==> config.mk <==
export PLATFORM = sky130hd
export DESIGN_NAME = ysyx_23060062_ifu_flat
export DESIGN_NICKNAME = d
export VERILOG_FILES = /design/src/rtl/ysyx_23060062_ifu_if.sv /design/src/rtl/ysyx_23060062_ifu.sv /design/src/flat_wrapper.sv
export SDC_FILE = /design/constraint.sdc
export NUM_CORES = 1
export LEC_CHECK = 0
export CAP_MARGIN = 20
export CORE_MARGIN = 3
export CORE_UTILIZATION = 33
export CTS_CLUSTER_SIZE = 10
export DETAILED_ROUTE_END_ITERATION = 8
export DONT_BUFFER_PORTS = 1
export SETUP_SLACK_MARGIN = 0.5
export SLEW_MARGIN = 20
export SYNTH_ARGS = -nofsm -noshare
export SYNTH_HDL_FRONTEND = slang
export SYNTH_SLANG_ARGS = --single-unit
==> constraint.sdc <==
create_clock -name clk -period 3.7 [get_ports clk]
set_input_delay 0.925 -clock clk [delete_from_list [all_inputs] [get_ports clk]]
set_output_delay 0.925 -clock clk [all_outputs]
set_load 0.02 [all_outputs]
==> src/rtl/ysyx_23060062_ifu_if.sv <==
`default_nettype none
// ============================================================================
// Module      : ysyx_23060062_ifu_if
// Description : Bundle of the fetch-unit bus: instruction-memory request and
//               response, decoder hand-off, and execute-stage redirect.
// Revision    : 1.0 - initial release
// ============================================================================
interface ysyx_23060062_ifu_if;
    // Instruction memory side
    logic        imem_req;
    logic [31:0] imem_addr;
    logic        imem_gnt;
    logic        imem_rvalid;
    logic [31:0] imem_rdata;
    // Decoder side
    logic        inst_valid;
    logic [31:0] inst;
    logic [31:0] inst_pc;
    logic        inst_ready;
    // Execute-stage redirect
    logic        redirect_valid;
    logic [31:0] redirect_pc;

    // Fetch unit drives requests and the decoder hand-off
    modport master (
        output imem_req, imem_addr, inst_valid, inst, inst_pc,
        input  imem_gnt, imem_rvalid, imem_rdata, inst_ready,
               redirect_valid, redirect_pc
    );

    // Memory / pipeline environment around the fetch unit
    modport slave (
        input  imem_req, imem_addr, inst_valid, inst, inst_pc,
        output imem_gnt, imem_rvalid, imem_rdata, inst_ready,
               redirect_valid, redirect_pc
    );
endinterface
`default_nettype wire

==> src/rtl/ysyx_23060062_ifu.sv <==
`default_nettype none
// ============================================================================
// Module      : ysyx_23060062_ifu
// Description : Instruction fetch unit. Issues one fetch at a time, holds the
//               returned word for the decoder, and honours execute-stage
//               redirects, draining any response already in flight.
// Revision    : 1.0 - initial release
// ============================================================================
module ysyx_23060062_ifu #(
    parameter logic [31:0] RESET_PC = 32'h8000_0000
) (
    input  wire                       clk,
    input  wire                       rst,
    ysyx_23060062_ifu_if.master       bus
);

    localparam logic [31:0] C_NOP = 32'h0000_0013;

    typedef enum logic [2:0] {
        S_IDLE  = 3'd0,
        S_REQ   = 3'd1,
        S_WAIT  = 3'd2,
        S_HOLD  = 3'd3,
        S_DRAIN = 3'd4
    } state_t;

    state_t      state_q;
    logic [31:0] pc_q;
    logic        req_q;
    logic        inst_valid_q;
    logic [31:0] inst_q;
    logic [31:0] inst_pc_q;

    // Redirect target is word-aligned; the low two bits are simply dropped.
    logic [31:0] w_redirect_pc;
    logic [31:0] w_pc_inc;
    assign w_redirect_pc = bus.redirect_pc & ~32'h0000_0003;
    assign w_pc_inc      = pc_q + 32'd4;

    // The request address is the PC register itself, so it is stable while
    // the memory withholds its grant.
    assign bus.imem_req   = req_q;
    assign bus.imem_addr  = pc_q;
    assign bus.inst_valid = inst_valid_q;
    assign bus.inst       = inst_q;
    assign bus.inst_pc    = inst_pc_q;

    // Fetch FSM with registered outputs; redirect outranks every other event.
    always_ff @(posedge clk or posedge rst) begin
        if (rst) begin
            state_q      <= S_IDLE;
            pc_q         <= RESET_PC;
            req_q        <= 1'b0;
            inst_valid_q <= 1'b0;
            inst_q       <= C_NOP;
            inst_pc_q    <= RESET_PC;
        end else begin
            case (state_q)
                S_IDLE: begin
                    if (bus.redirect_valid) begin
                        pc_q <= w_redirect_pc;
                    end
                    inst_valid_q <= 1'b0;
                    state_q      <= S_REQ;
                    req_q        <= 1'b1;
                end
                S_REQ: begin
                    if (bus.redirect_valid) begin
                        pc_q         <= w_redirect_pc;
                        inst_valid_q <= 1'b0;
                        // A granted request still owes us a response to discard.
                        if (bus.imem_gnt) begin
                            state_q <= S_DRAIN;
                            req_q   <= 1'b0;
                        end
                    end else if (bus.imem_gnt) begin
                        state_q <= S_WAIT;
                        req_q   <= 1'b0;
                    end
                end
                S_WAIT: begin
                    if (bus.redirect_valid) begin
                        pc_q         <= w_redirect_pc;
                        inst_valid_q <= 1'b0;
                        if (bus.imem_rvalid) begin
                            state_q <= S_REQ;
                            req_q   <= 1'b1;
                        end else begin
                            state_q <= S_DRAIN;
                        end
                    end else if (bus.imem_rvalid) begin
                        inst_q       <= bus.imem_rdata;
                        inst_pc_q    <= pc_q;
                        inst_valid_q <= 1'b1;
                        state_q      <= S_HOLD;
                    end
                end
                S_HOLD: begin
                    if (bus.redirect_valid) begin
                        pc_q         <= w_redirect_pc;
                        inst_valid_q <= 1'b0;
                        state_q      <= S_REQ;
                        req_q        <= 1'b1;
                    end else if (bus.inst_ready) begin
                        pc_q         <= w_pc_inc;
                        inst_valid_q <= 1'b0;
                        state_q      <= S_REQ;
                        req_q        <= 1'b1;
                    end
                end
                S_DRAIN: begin
                    if (bus.redirect_valid) begin
                        pc_q <= w_redirect_pc;
                    end
                    inst_valid_q <= 1'b0;
                    // The stale response is dropped; only then may we re-issue.
                    if (bus.imem_rvalid) begin
                        state_q <= S_REQ;
                        req_q   <= 1'b1;
                    end
                end
                default: begin
                    state_q      <= S_IDLE;
                    req_q        <= 1'b0;
                    inst_valid_q <= 1'b0;
                end
            endcase
        end
    end

endmodule
`default_nettype wire
==> src/flat_wrapper.sv <==
// flat-port wrapper written by rule: the top's interface ports become plain ports
module ysyx_23060062_ifu_flat 
#(
    parameter logic [31:0] RESET_PC = 32'h8000_0000
)
  (clk, rst, bus_imem_req, bus_imem_addr, bus_inst_valid, bus_inst, bus_inst_pc, bus_imem_gnt, bus_imem_rvalid, bus_imem_rdata, bus_inst_ready, bus_redirect_valid, bus_redirect_pc);
  ysyx_23060062_ifu_if bus_i ();
  input  wire clk;
  input  wire rst;
  output wire logic [$bits(bus_i.imem_req)-1:0] bus_imem_req;
  output wire logic [$bits(bus_i.imem_addr)-1:0] bus_imem_addr;
  output wire logic [$bits(bus_i.inst_valid)-1:0] bus_inst_valid;
  output wire logic [$bits(bus_i.inst)-1:0] bus_inst;
  output wire logic [$bits(bus_i.inst_pc)-1:0] bus_inst_pc;
  input wire logic [$bits(bus_i.imem_gnt)-1:0] bus_imem_gnt;
  input wire logic [$bits(bus_i.imem_rvalid)-1:0] bus_imem_rvalid;
  input wire logic [$bits(bus_i.imem_rdata)-1:0] bus_imem_rdata;
  input wire logic [$bits(bus_i.inst_ready)-1:0] bus_inst_ready;
  input wire logic [$bits(bus_i.redirect_valid)-1:0] bus_redirect_valid;
  input wire logic [$bits(bus_i.redirect_pc)-1:0] bus_redirect_pc;
  assign bus_imem_req = bus_i.imem_req;
  assign bus_imem_addr = bus_i.imem_addr;
  assign bus_inst_valid = bus_i.inst_valid;
  assign bus_inst = bus_i.inst;
  assign bus_inst_pc = bus_i.inst_pc;
  assign bus_i.imem_gnt = bus_imem_gnt;
  assign bus_i.imem_rvalid = bus_imem_rvalid;
  assign bus_i.imem_rdata = bus_imem_rdata;
  assign bus_i.inst_ready = bus_inst_ready;
  assign bus_i.redirect_valid = bus_redirect_valid;
  assign bus_i.redirect_pc = bus_redirect_pc;
  ysyx_23060062_ifu #(.RESET_PC(RESET_PC)) u_core (.clk(clk), .rst(rst), .bus(bus_i));
endmodule
==> flow_summary.json <==
{
  "yosys.area_share.simple_pct": 13.2,
  "clkPwrFrac_pct": 19.5,
  "synth_top_family_by_area": "compound AO/OA/AOI/OAI gates",
  "die_w_microns": 123,
  "required_ps": 3940,
  "dieArea_sq_um": 15200,
  "powerDensity_nw_per_um2": 891,
  "pin_count": 168,
  "avgViaCountPerCell": 5.70,
  "die_h_microns": 123,
  "timing.rr.end": "u_core.bus.imem_addr[28]",
  "clockRootBuffer": "clkbuf_16",
  "relSlewSlack_pct": 37.3,
  "antenna_found_initial": 3,
  "cts_tree": "yes",
  "grt_first_pass_wirelength_mm": 18.3,
  "synth_common_cells": "92 x dfrtp_1, 56 x mux2_2, 42 x nand2_1",
  "drcViolationCount": 0,
  "power_frac_comb_pct": 22.2,
  "yosys-top-cells-area": "dfrtp_1 51%, mux2_2 14%, nand2_1 3.5%, dfstp_2 2.9%, o21ai_0 2.7%",
  "clkTransAtPathRegs_ps": 70,
  "num_rows": 42,
  "grt_start_max_net_pins": 56,
  "synth-seq-cells": 97,
  "cp.arrival_ps": 2880,
  "finClkSkew_ps": 8.18,
  "place_congestion": 0.778,
  "diodes": 0,
  "ys_types": 58,
  "fin_nets": 478,
  "critPathLaunchType": "register",
  "hold_violations": 0,
  "critPathMaxFanout": 12,
  "syn_to_final_growth_pct": 10.2,
  "path_class": "reg2reg",
  "grt_pass1_vias": 3289,
  "power_switching_uw": 2000,
  "ctsHoldBuffers": 0,
  "antenna_left": 0,
  "seqPwrFrac_pct": 58.3,
  "track_usage_pct": 15.7,
  "maxCapViolCount": 0,
  "netlist.area_leader.share_pct": 50.5,
  "reg2reg_slack_ps": 1060,
  "netlist_instances": 413,
  "cts_max_path_buffers": 2,
  "yosys.area.top_type": "dfrtp_1",
  "synthAdderAreaFrac_pct": 0.495,
  "dr.pass1.iters": 4,
  "ys.flop_type": "dfrtp_1",
  "synth_compound_area_share_pct": 14.8,
  "max_freq_ghz": 0.378,
  "ys_seq_area_share_pct": 53.4,
  "power_uw": 4470,
  "wire_per_inst_microns": 20.7,
  "period_needed_ps": 2640,
  "portBuffers": 0,
  "post_cts_buffers": 0,
  "clk_latency_ps": 340,
  "worstMarginPinSlew_ps": 941,
  "overflow": 0,
  "ctsResizeCount": 0,
  "synth_xor_area_share_pct": 0,
  "netlist_area_sq_um": 4550,
  "cts.sinks": 97,
  "yosys_warnings": 0,
  "drv_slew": 0,
  "power.internal_uw": 2480,
  "vias": 3354,
  "finalSetupViolations": 0,
  "reg2reg_depth": 6,
  "hold_class": "in2async",
  "initial_core_util_pct": 34.1,
  "p_leak_uw": 0.00215,
  "rsz0062_at_grt": "false",
  "endpoint_kind": "register",
  "synth_edf_count": 0,
  "drt_iter0_markers": 304,
  "core_area_sq_um": 13300,
  "wirelength_mm": 12.2,
  "syn_avg_cell_area_sq_um": 11.0,
  "h-tree-depth": 3,
  "post-route-period-util_pct": 71.5,
  "cts_buffers": 9,
  "ir_drop_mv": 0.304,
  "finalSetupTns_ps": 0,
  "yosysMostFrequentCell": "dfrtp_1",
  "swShare_pct": 44.6,
  "hpwl_mm": 8.65,
  "muxShareOfSynthArea_pct": 14.1,
  "reg2reg_from": "u_core.bus.imem_addr[3]",
  "layout-drive-gt1-share_pct": 22.8,
  "async_flop_share_pct": 100,
  "hold_ws_ps": 409,
  "status": "complete, no violations"
}
[area by class of cell]
class,instances,area (sq um)
Sequential cell,97,2430
Multi-Input combinational cell,281,1960
Fill cell,1318,8330
Inverter,9,37.5
Clock buffer,13,260
Timing Repair Buffer,9,92.6
Tap cell,176,220
Clock inverter,3,15.0
[cell families after synthesis]
kind of cell / Yosys count
muxes: 57
adders and majority gates: 2
and+or+nand+nor: 119
other: 1
AOI/OAI and AO/OA: 99
buffers and inverters: 38
DFF: 97
[layer usage]
metal	track usage [%]	vias to the layer above	share of wire (%)
met5	0	-	0.30
met4	6.71	6	2.2
met3	7.41	25	12
met2	24.7	148	45
met1	18.4	1672	40
li1	-	1503	-
[flip-flops by register name, summed over array words and instances (netlist names)]
signal	cells
u_core.bus.imem_addr	30
u_core.bus.imem_req	1
u_core.bus.inst	32
u_core.bus.inst_pc	30
u_core.bus.inst_valid	1
u_core.state_q	3
[power groups by stage]
stage / Clock [uW] / Sequential [uW] / Combinational [uW]
6_report: 872 / 2610 / 994
4_1_cts: 911 / 2620 / 1000
3_5_place_dp: 0 / 2640 / 998
5_1_grt: 953 / 2700 / 1120
3_3_place_gp: 0 / 2620 / 963
2_1_floorplan: 0 / 2400 / 847
[how the worst max path moves through the flow]
stage                                       start                        to  depth (start not counted)
after floorplan                    bus_inst_ready  u_core.bus.imem_addr[22]                          5
after global placement    u_core.bus.imem_addr[3]  u_core.bus.imem_addr[24]                          6
after detailed placement  u_core.bus.imem_addr[3]  u_core.bus.imem_addr[28]                          6
after CTS                 u_core.bus.imem_addr[3]  u_core.bus.imem_addr[28]                          6
after global routing      u_core.bus.imem_addr[3]  u_core.bus.imem_addr[28]                          6
final                     u_core.bus.imem_addr[3]  u_core.bus.imem_addr[28]                          6
[cells in the final DEF, fill, tap and decap left out, drive strengths merged, types with 5 or more instances in the layout]
cell | netlist | routed
nand3 | 20 | 20
nor2 | 20 | 20
dfrtp | 92 | 92
o22ai | 10 | 10
o311ai | 5 | 5
nand2 | 43 | 43
and3 | 6 | 6
mux2 | 56 | 56
nor3 | 5 | 5
dfstp | 5 | 5
clkbuf | 14 | 13
a21oi | 21 | 21
inv | 9 | 8
nand4 | 9 | 9
buf | 15 | 9
o21ai | 25 | 25
a2bb2oi | 8 | 8
[stage by stage]
step,std cells,utilization (%),setup WS (ps),area [sq um]
after floorplan,416,-,1480,4570
after detailed placement,571,35.4,1050,4730
final,588,37.6,1060,5020
after global routing,588,37.6,853,5020
after global placement,571,35.4,1110,4730
after CTS,587,37.5,1030,5000
[critical path, stage by stage, from the launching register on]
cell and delay [ps]:
dfrtp_1 560, ha_1 290, and4_1 270, and3_1 500, nand2_1 80, or4_1 550
o311ai_1 280
No activity file was read; power rests on OpenSTA's default activity.
